`config.mk`:
```
export PLATFORM = sky130hd
export DESIGN_NAME = cfg_reg_target
export DESIGN_NICKNAME = d
export VERILOG_FILES = /design/src/rtl/rtlgen_pkg_v7.sv /design/src/rtl/cfg_reg_target_decode.sv /design/src/rtl/cfg_reg_target.sv
export SDC_FILE = /design/constraint.sdc
export NUM_CORES = 2
export LEC_CHECK = 0
export CORE_AREA = 3 3 483 485
export CTS_BUF_LIST = sky130_fd_sc_hd__clkbuf_4 sky130_fd_sc_hd__clkbuf_8 sky130_fd_sc_hd__clkbuf_16
export CTS_CLUSTER_SIZE = 12
export DETAILED_ROUTE_END_ITERATION = 10
export DIE_AREA = 0 0 486 488
export GPL_TIMING_DRIVEN = 0
export SETUP_SLACK_MARGIN = 0.02
export SLEW_MARGIN = 20
export SYNTH_ARGS = -nofsm -noshare
export SYNTH_HDL_FRONTEND = slang
export SYNTH_SLANG_ARGS = --single-unit
```
`constraint.sdc`:
```
create_clock -name clk -period 33.6 [get_ports clk]
set_input_delay 6.72 -clock clk [delete_from_list [all_inputs] [get_ports clk]]
set_output_delay 6.72 -clock clk [all_outputs]
set_load 0.01 [all_outputs]
```
`src/rtl/rtlgen_pkg_v7.sv`:
```
// Shared config-fabric package: opcode, address, request and ack types used by
// every config target, plus opcode classification and byte-merge helpers.
//   cfg_opcode_t     - fabric opcodes (memory, IO, config, CR space)
//   cfg_req_64bit_t  - request beat driven by the fabric
//   cfg_ack_64bit_t  - single-cycle response returned by a target
package rtlgen_pkg_v7;

  typedef enum logic [3:0] {
    MRD   = 4'h0,
    MWR   = 4'h1,
    IORD  = 4'h2,
    IOWR  = 4'h3,
    CFGRD = 4'h4,
    CFGWR = 4'h5,
    CRRD  = 4'h6,
    CRWR  = 4'h7
  } cfg_opcode_t;

  typedef logic [47:0] cfg_addr_t;

  typedef struct packed {
    logic        valid;
    cfg_opcode_t opcode;
    cfg_addr_t   addr;
    logic [2:0]  bar;
    logic [7:0]  fid;
    logic [7:0]  be;
    logic [63:0] data;
    logic [7:0]  sai;
  } cfg_req_64bit_t;

  typedef struct packed {
    logic        read_valid;
    logic        read_miss;
    logic        write_valid;
    logic        write_miss;
    logic        sai_successfull;
    logic [63:0] data;
  } cfg_ack_64bit_t;

  // True for every opcode that reads, whether or not a given target supports it.
  function automatic logic is_read_op(input cfg_opcode_t op);
    logic res;
    case (op)
      MRD, IORD, CFGRD, CRRD: res = 1'b1;
      default:                res = 1'b0;
    endcase
    return res;
  endfunction

  // True for every opcode that writes, whether or not a given target supports it.
  function automatic logic is_write_op(input cfg_opcode_t op);
    logic res;
    case (op)
      MWR, IOWR, CFGWR, CRWR: res = 1'b1;
      default:                res = 1'b0;
    endcase
    return res;
  endfunction

  // Byte-enable merge: byte k of new_val replaces byte k of old_val when be[k] is set.
  function automatic logic [63:0] merge_be(input logic [63:0] old_val,
                                           input logic [63:0] new_val,
                                           input logic [7:0]  be);
    logic [63:0] res;
    res = old_val;
    for (int k = 0; k < 8; k++) begin
      res[k*8 +: 8] = be[k] ? new_val[k*8 +: 8] : old_val[k*8 +: 8];
    end
    return res;
  endfunction

endpackage

```
`src/rtl/cfg_reg_target_decode.sv`:
```
// Combinational request decoder for cfg_reg_target.
//   req    - incoming request (only opcode/addr/bar/fid/sai are decoded)
//   hit    - supported opcode, bar/fid match, aligned and inside the register window
//   idx    - register index inside the window (meaningful only when hit)
//   is_rd  - opcode belongs to the read class
//   is_wr  - opcode belongs to the write class
//   sai_ok - requester SAI is allowed by the policy of the opcode's class
module cfg_reg_target_decode
  import rtlgen_pkg_v7::*;
#(
  parameter int          NUM_REGS  = 8,
  parameter logic [47:0] BASE_ADDR = 48'h1000,
  parameter logic [2:0]  BAR_ID    = 3'd0,
  parameter logic [7:0]  FID       = 8'd0,
  parameter logic [63:0] RD_POLICY = 64'hFFFF_FFFF_FFFF_FFFF,
  parameter logic [63:0] WR_POLICY = 64'hFFFF_FFFF_FFFF_FFFF,
  parameter int          IDX_W     = (NUM_REGS > 1) ? $clog2(NUM_REGS) : 1
) (
  input  cfg_req_64bit_t   req,
  output logic             hit,
  output logic [IDX_W-1:0] idx,
  output logic             is_rd,
  output logic             is_wr,
  output logic             sai_ok
);

  logic        supported_s;
  logic        short_addr_s;
  logic [47:0] offset_s;
  logic [48:0] rel_s;
  logic        in_range_s;
  logic        id_match_s;
  logic        policy_bit_s;

  // Payload fields are not needed for decoding.
  logic unused_payload_s;
  assign unused_payload_s = ^{req.valid, req.be, req.data};

  // Opcode support, address offset, window check and SAI policy lookup.
  always_comb begin
    is_rd        = is_read_op(req.opcode);
    is_wr        = is_write_op(req.opcode);
    supported_s  = 1'b0;
    short_addr_s = 1'b0;
    case (req.opcode)
      MRD, MWR: begin
        supported_s  = 1'b1;
        short_addr_s = 1'b0;
      end
      CRRD, CRWR: begin
        supported_s  = 1'b1;
        short_addr_s = 1'b1;
      end
      default: begin
        supported_s  = 1'b0;
        short_addr_s = 1'b0;
      end
    endcase

    // CR space only carries a 16-bit offset; the upper address bits are don't-care.
    if (short_addr_s) begin
      offset_s = {32'h0000_0000, req.addr[15:0]};
    end else begin
      offset_s = req.addr;
    end

    // One extra bit makes the subtraction's borrow flag "offset below BASE_ADDR".
    // BASE_ADDR is 8-byte aligned, so rel_s[2:0] equals offset[2:0].
    rel_s      = {1'b0, offset_s} - {1'b0, BASE_ADDR};
    in_range_s = !rel_s[48] && (rel_s[47:3] < 45'(NUM_REGS));
    id_match_s = (req.bar == BAR_ID) && (req.fid == FID);
    hit        = supported_s && id_match_s && (rel_s[2:0] == 3'd0) && in_range_s;
    idx        = rel_s[3 +: IDX_W];

    if (is_rd) begin
      policy_bit_s = RD_POLICY[req.sai[5:0]];
    end else if (is_wr) begin
      policy_bit_s = WR_POLICY[req.sai[5:0]];
    end else begin
      policy_bit_s = 1'b0;
    end
    sai_ok = (req.sai[7:6] == 2'b00) && policy_bit_s;
  end

endmodule

```
`src/rtl/cfg_reg_target.sv`:
```
// Config register target: a bank of NUM_REGS 64-bit registers reachable through
// the config request/ack fabric, with SAI read/write policy and a hardware
// update port.
//   clk, rst  - clock and asynchronous active-high reset
//   req       - fabric request, sampled whenever req.valid is high
//   ack       - registered response, one cycle after the request
//   hw_we     - per-register hardware load strobe (wins over a same-cycle cfg write)
//   hw_wdata  - hardware load data, register i at [64i+63:64i]
//   reg_q     - register contents straight from the flops
module cfg_reg_target
  import rtlgen_pkg_v7::*;
#(
  parameter int          NUM_REGS  = 8,
  parameter logic [47:0] BASE_ADDR = 48'h1000,
  parameter logic [2:0]  BAR_ID    = 3'd0,
  parameter logic [7:0]  FID       = 8'd0,
  parameter logic [63:0] RESET_VAL = 64'h0,
  parameter logic [63:0] RD_POLICY = 64'hFFFF_FFFF_FFFF_FFFF,
  parameter logic [63:0] WR_POLICY = 64'hFFFF_FFFF_FFFF_FFFF
) (
  input  logic                   clk,
  input  logic                   rst,
  input  cfg_req_64bit_t         req,
  output cfg_ack_64bit_t         ack,
  input  logic [NUM_REGS-1:0]    hw_we,
  input  logic [NUM_REGS*64-1:0] hw_wdata,
  output logic [NUM_REGS*64-1:0] reg_q
);

  localparam int IDX_W = (NUM_REGS > 1) ? $clog2(NUM_REGS) : 1;

  logic [NUM_REGS*64-1:0] regs_r;
  logic [NUM_REGS*64-1:0] regs_next_s;
  cfg_ack_64bit_t         ack_r;
  cfg_ack_64bit_t         ack_next_s;

  logic             hit_s;
  logic [IDX_W-1:0] idx_s;
  logic             is_rd_s;
  logic             is_wr_s;
  logic             sai_ok_s;
  logic             grant_s;
  logic             cfg_wr_s;
  logic             cfg_rd_s;
  logic [63:0]      rd_data_s;

  cfg_reg_target_decode #(
    .NUM_REGS  (NUM_REGS),
    .BASE_ADDR (BASE_ADDR),
    .BAR_ID    (BAR_ID),
    .FID       (FID),
    .RD_POLICY (RD_POLICY),
    .WR_POLICY (WR_POLICY),
    .IDX_W     (IDX_W)
  ) u_decode (
    .req    (req),
    .hit    (hit_s),
    .idx    (idx_s),
    .is_rd  (is_rd_s),
    .is_wr  (is_wr_s),
    .sai_ok (sai_ok_s)
  );

  // Access grant, read mux, write/hardware merge and next ack.
  always_comb begin
    grant_s  = req.valid && hit_s && sai_ok_s;
    cfg_wr_s = grant_s && is_wr_s;
    cfg_rd_s = grant_s && is_rd_s;

    // Read data is the pre-update value; denied or missing reads return zero.
    if (cfg_rd_s) begin
      rd_data_s = regs_r[{idx_s, 6'b000000} +: 64];
    end else begin
      rd_data_s = 64'h0;
    end

    // Hardware load is applied last so it overrides every byte of a cfg write.
    regs_next_s = regs_r;
    for (int i = 0; i < NUM_REGS; i++) begin
      regs_next_s[i*64 +: 64] = (cfg_wr_s && (idx_s == IDX_W'(i)))
                                ? merge_be(regs_r[i*64 +: 64], req.data, req.be)
                                : regs_r[i*64 +: 64];
      regs_next_s[i*64 +: 64] = hw_we[i] ? hw_wdata[i*64 +: 64]
                                         : regs_next_s[i*64 +: 64];
    end

    ack_next_s = '0;
    if (req.valid) begin
      ack_next_s.read_valid      = is_rd_s;
      ack_next_s.read_miss       = is_rd_s && !hit_s;
      ack_next_s.write_valid     = is_wr_s;
      ack_next_s.write_miss      = is_wr_s && !hit_s;
      ack_next_s.sai_successfull = hit_s && sai_ok_s;
      ack_next_s.data            = rd_data_s;
    end else begin
      ack_next_s = '0;
    end
  end

  // Register bank and ack register; reset drops any pending ack immediately.
  always_ff @(posedge clk or posedge rst) begin
    if (rst) begin
      regs_r <= {NUM_REGS{RESET_VAL}};
      ack_r  <= '0;
    end else begin
      regs_r <= regs_next_s;
      ack_r  <= ack_next_s;
    end
  end

  assign ack   = ack_r;
  assign reg_q = regs_r;

endmodule

```
# Yosys cells after proc, flatten, opt, wreduce, memory -nomap -nowiden
# Memories as Yosys holds them, arrays and structs flattened.
# Index checks and enable logic that the tools add are counted.
[word_totals]
ff_bits = 581
romBits = 64
out_inout_bits = 581
elab_cells = 292
memories = 1
[op_classes]
addsub = 1
magnitude_cmp = 2
eq_ne = 14
n_shift = 1
n_mux = 34
reduce_logical = 169
[mem_list]
columns = ["memory", "depth", "width", "rd", "rd_ports_with_merged_regs", "write_ports", "line", "rtl"]
rows = [
  ["(no name shown)", 64, 1, 1, 0, 0, "cfg_reg_target_decode.sv:76", "policy_bit_s = RD_POLICY[req.sai[5:0]];"],
]
[ops]
columns = ["operator", "count"]
rows = [
  ["$mux 64", 17],
  ["$shiftx 512x10->64", 1],
  ["$reduce_bool 2->1", 72],
  ["$reduce_and 2->1", 64],
  ["$mux 69", 1],
  ["$mux 8", 8],
  ["$sub 48x13->49 const B", 1],
  ["$mux 48", 1],
  ["$lt 45x4->1 const B", 1],
  ["$logic_and 1x1->1", 21],
  ["$eq 4x3->1 const B", 4],
  ["$eq 3x3->1 const B", 4],
  ["$reduce_or 4->1", 3],
  ["$logic_not 3->1", 3],
  ["$eq 4x2->1 const B", 2],
  ["$logic_not 8->1", 1],
  ["$lt 6x7->1 const B", 1],
  ["$mux 1", 7],
  ["$eq 3x2->1 const B", 2],
  ["$eq 4x1->1 const B", 1],
  ["$logic_not 4->1", 1],
  ["$eq 3x1->1 const B", 1],
  ["$logic_not 1->1", 2],
  ["$logic_not 2->1", 1],
  ["$reduce_or 2->1", 1],
]

# Logic depth before layout (Yosys ltp)
[depth]
word_depth = 14
ltp_mapped = 11

# By module
# A second synthesis with hierarchy kept.
[hier_totals]
hier_cells = 3739
area_unflattened_um2 = 37322.0
[by_module_without_submodules]
columns = ["module", "instances", "cells_each", "area_each_um2"]
rows = [
  ["cfg_reg_target", 1, 3634, 36640.1],
  ["cfg_reg_target_decode", 1, 105, 681.9],
]

# Worst setup path before layout
# OpenSTA, ideal clock, no wires.
[synth_path]
path_type = "input to register"
from = "input req[111] in the netlist's numbering"
to = "register regs_r[100] (netlist: reg_q[100])"
setup_time_ps = 137
arrival_time_ps = 9261
path_slack_ps = 24202
path_stages = 9
path_buffers = 2
path_cell_list = "nor4_2 nand4_2 or4_1 and3_4 or4_4 buf_8 buf_12 nor3_4 o211ai_1"
[synth_between]
elab_chain_cells = 11
[synth_rtl]
columns = ["item", "line", "rtl"]
rows = [
  ["from (decl)", "cfg_reg_target.sv:23", "input cfg_req_64bit_t req,"],
  ["$mux 48 *", "cfg_reg_target_decode.sv:61", "if (short_addr_s) begin"],
  ["$sub 48x13->49 *", "cfg_reg_target_decode.sv:69", "rel_s = {1'b0, offset_s} - {1'b0, BASE_ADDR};"],
  ["$lt 45x4->1 / $logic_not 1->1 (equally long branches)", "cfg_reg_target_decode.sv:70", "in_range_s = !rel_s[48] && (rel_s[47:3] < 45'(NUM_REGS));"],
  ["$logic_and 1x1->1 *", "cfg_reg_target_decode.sv:70", ""],
  ["$logic_and 1x1->1 *", "cfg_reg_target_decode.sv:72", "hit = supported_s && id_match_s && (rel_s[2:0] == 3'd0) && in_range_s;"],
  ["$logic_and 1x1->1 * (2 in series)", "cfg_reg_target.sv:66", "grant_s = req.valid && hit_s && sai_ok_s;"],
  ["$logic_and 1x1->1 *", "cfg_reg_target.sv:67", "cfg_wr_s = grant_s && is_wr_s;"],
  ["$logic_and 1x1->1 *", "cfg_reg_target.sv:80", "regs_next_s[i*64 +: 64] = (cfg_wr_s && (idx_s == IDX_W'(i)))"],
  ["$reduce_bool 2->1 (no line) *", "--", ""],
  ["$reduce_and 2->1 (no line) *", "--", ""],
  ["to (signal assigned)", "cfg_reg_target.sv:103", "regs_r <= {NUM_REGS{RESET_VAL}};"],
  ["to (signal assigned)", "cfg_reg_target.sv:106", "regs_r <= regs_next_s;"],
  ["to (decl)", "cfg_reg_target.sv:32", "logic [NUM_REGS*64-1:0] regs_r;"],
]
# Mark *: on every way between the ends. The rest lies on a longest branch, timed or not.
# A chain may end at the register's enable or synchronous reset.

# Worst setup path in the final report
[layout_path]
from = "input req[111] in the netlist's numbering"
to = "register regs_r[258] (netlist: reg_q[258])"
# The elaborated chain is that of the path after synthesis.

==> flow_summary.ini <==
[route]
vias = 47650
drt_pre_antenna_iters = 11
drt_wl_total_um = 380300
drtAntennaViolNets = 0
vias_per_cell = 5.348
detailedRoute.firstIterationViolations = 6814
drc_errors = 1
wl_per_cell_um = 42.69

[logic_synthesis]
netlist-cell-type-count = 51
synth.ff_latch_count = 581
synth.yosys.warnings = 0
synth_area_um2 = 37690
asyncSetResetFlopFracSynth_pct = 100.0
number_of_enable_flip_flop_cells_after_synthesis = 0
postSynthNetCount = 5030
ys_seq_area_share_pct = 38.57
synth-main-ff-cell = sky130_fd_sc_hd__dfrtp_1
syn_avg_cell_area_um2 = 8.638
syn-instance-count = 4364

[timing]
timing.final.crit_share_pct = 33.15
grt_setup_unrepaired = false
setup_tns_ns = 0
fmax_mhz = 89.78
finalClockSkew_ns = 0.03501
finalMaxSlewViolations = 0
timing.final.hold_violations = 0
setup_violations = 0
maxSlewHeadroom_pct = 9.661
layout_min_cycle_time_ns = 11.14
postLayoutSetupSlackWorst_ns = 22.46
timing_worst_slew_pin_value_ns = 1.355

[min_path]
hold_path.startpoint = reg_q[345]
worstHoldPathType = flip-flop to flip-flop

[clock_tree]
clock_latency_ns = 0.72
sinks_on_the_clock_net = 581
cts_inserted_buffers = 83
ctsResizeCount = 0
clkTransAtPathRegs_ns = 0.06
cts-root-to-sink-buffers = 3
cts-htree-levels = 3
cts_tree = built
cts_hold_buf = 0
clockRootBuffer = sky130_fd_sc_hd__clkbuf_16
cts.repair_timing.setup_buffer_count = 0

[critical_path]
rr_startpoint = reg_q[223]
master_of_the_slowest_instance_on_the_critical_path = sky130_fd_sc_hd__clkbuf_1
critical-path-max-stage-delay_ns = 0.75
cp-startpoint = req[111]
crit_required_ns = 34.23
path_cells = clkdlybuf4s50_1 -> nor4_2 -> nand4_2 -> o311ai_0 -> nand2_1 -> nor4_4 -> buf_8 -> clkbuf_1 -> clkbuf_1 -> nand3_1 -> o211ai_1
critical_path_class = input port to flip-flop
worstSetupEndpointType = flip-flop
crit_family = simple AND/OR/NAND/NOR gates
cp_max_fo = 10
critPathLaunchType = input port
cpMostUsedCell = sky130_fd_sc_hd__clkbuf_1
worst-path-buf-inv = 4
timing.critical_path.arrival_ns = 11.77

[place]
place_area_um2 = 54990
buffer_ports.inserted = 1230
post-dp-hpwl_um = 312700
worst_setup_timing_slack_at_the_placement_stage_ns = 21.68
finalWeightedCongestion = 0.9449

[job]
maxCapViolCount = 0

[global_routing]
maximum_number_of_pins_on_one_net_before_global_route_repair = 95
first_global_vias = 45910
groute.usage.overall_pct = 30.79
antenna_found_initial = 131
grt_remaining_overflow = 0
grt_pass1_wl_um = 479300

[cells_and_area]
num-nets-final = 6388
layout-drive-gt1-share_pct = 8.907
final_area_um2 = 57970
postLayoutCoreUtil_pct = 25.24
synthToLayoutAreaGrowth_pct = 53.79
layout.filler_cells = 24870

[die]
boundary_pins = 1247
std_cell_rows = 176
placeableCoreArea_um2 = 229700
die_x_um = 486
die-area_um2 = 237200
die_h_um = 488
floorplan.initialDensity_pct = 16.41

[power_and_ir_drop]
power.leakage_nw = 20.91
powerDensity_nw_per_um2 = 41.63
max-vdd-ir-drop_mv = 0.03137

[run_status]
violated_checks = DRC
status = complete, but fails checks
kinds of logic (layout without fill, tap and decap cells):
group                      Yosys count  after routing  share of synthesized area (%)
other                                0            101                              0
buffers and inverters              481           1899                          5.019
muxes                              192            192                          9.347
AOI/OAI and AO/OA                  788            788                          15.71
adders and majority gates            1              1                        0.02656
and+or+nand+nor                   2319           2319                          31.28
xor gates and xnor gates             2              2                        0.04648
DFF                                581            581                          38.57
tightest hold or removal path: stages (launching register included):
cell and delay (ns):
sky130_fd_sc_hd__dfrtp_1 0.40, sky130_fd_sc_hd__o41ai_1 0.07, sky130_fd_sc_hd__a21oi_1 0.05
where the power goes:
part	internal (mW)	switching (mW)
logic	0.274	0.361
registers	0.755	0.0877
clock network	0.532	0.403
per-layer routing:
layer | routed length (um) | GRT usage, %
met5 | 186 | 0
met4 | 26400 | 18.58
met3 | 40690 | 10.34
met2 | 169500 | 48.28
met1 | 143600 | 36.37
per-stage QoR:
stage | instances | total power, mW | hold WS, ns
3_3_place_gp | 8620 | 1.465 | 0.5514
6_report | 8909 | 2.413 | 0.5686
2_1_floorplan | 4364 | 1.028 | 0.5665
3_5_place_dp | 8663 | 1.478 | 0.5521
5_1_grt | 8850 | 2.472 | 0.5887
4_1_cts | 8808 | 2.416 | 0.5605
registers in the layout, indices dropped and copies added (netlist names):
register	count
ack	69
reg_q	512
synthesized netlist by cell type, drive strengths merged, types with 2 or more instances:
cell type	instances	area, um2
a21oi	129	645.6
a41oi	128	1121
and2	9	56.30
buf	56	296.5
clkbuf	420	1577
dfrtp	581	14540
inv	5	18.77
mux2i	64	640.6
mux4	128	2883
nand2	518	1944
nand2b	385	2409
nand3	498	2492
nand4	95	600.6
nor2	461	1730
nor2b	138	863.3
nor3	188	1481
nor3b	2	15.01
nor4	12	87.58
nor4b	2	17.52
o211ai	386	2898
o21ai	4	20.02
o311ai	2	17.52
o31a	2	17.52
o41a	2	22.52
o41ai	128	1121
or4	4	33.78
worst paths after layout:
kind / to / slack [ns] / cells after the start
max: reg_q[258] / 22.46 / 11
min: reg_q[345] / 0.57 / 2
max reg2reg: ack[31] / 31.82 / 3
min reg2reg: reg_q[345] / 0.57 / 2
max in group asynchronous: reg_q[89] / 25.17 / 5
min in group asynchronous: ack[64] / 6.44 / 2
cells in the final DEF, fill, tap and decap left out, types with 26 or more instances in the layout:
master / n
sky130_fd_sc_hd__clkdlybuf4s50_1: 1229
sky130_fd_sc_hd__dfrtp_1: 581
sky130_fd_sc_hd__nand2_1: 518
sky130_fd_sc_hd__nand3_1: 498
sky130_fd_sc_hd__nor2_1: 459
sky130_fd_sc_hd__o211ai_1: 386
sky130_fd_sc_hd__nand2b_1: 385
sky130_fd_sc_hd__clkbuf_1: 329
sky130_fd_sc_hd__nor3_1: 139
sky130_fd_sc_hd__nor2b_1: 138
sky130_fd_sc_hd__a21oi_1: 129
sky130_fd_sc_hd__o41ai_1: 128
sky130_fd_sc_hd__a41oi_1: 128
sky130_fd_sc_hd__mux4_2: 128
sky130_fd_sc_hd__diode_2: 101
sky130_fd_sc_hd__nand4_1: 94
sky130_fd_sc_hd__clkbuf_2: 86
sky130_fd_sc_hd__clkbuf_16: 83
sky130_fd_sc_hd__mux2i_1: 64
sky130_fd_sc_hd__nor3_4: 48
sky130_fd_sc_hd__buf_2: 40
sky130_fd_sc_hd__buf_16: 26
cell type report:
type | instances | area [um2] | share of cell area, %
multi-input combinational | 3302 | 21310 | 36.76
clock inverter | 32 | 311.5 | 0.5374
buffer | 476 | 2017 | 3.479
sequential | 581 | 14540 | 25.08
clock buffer | 113 | 2409 | 4.155
tap | 3026 | 3786 | 6.531
timing repair buffer | 1273 | 13320 | 22.98
inverter | 5 | 26.28 | 0.04533
antenna | 101 | 252.7 | 0.4360
Power figures use the tool's default switching activity.
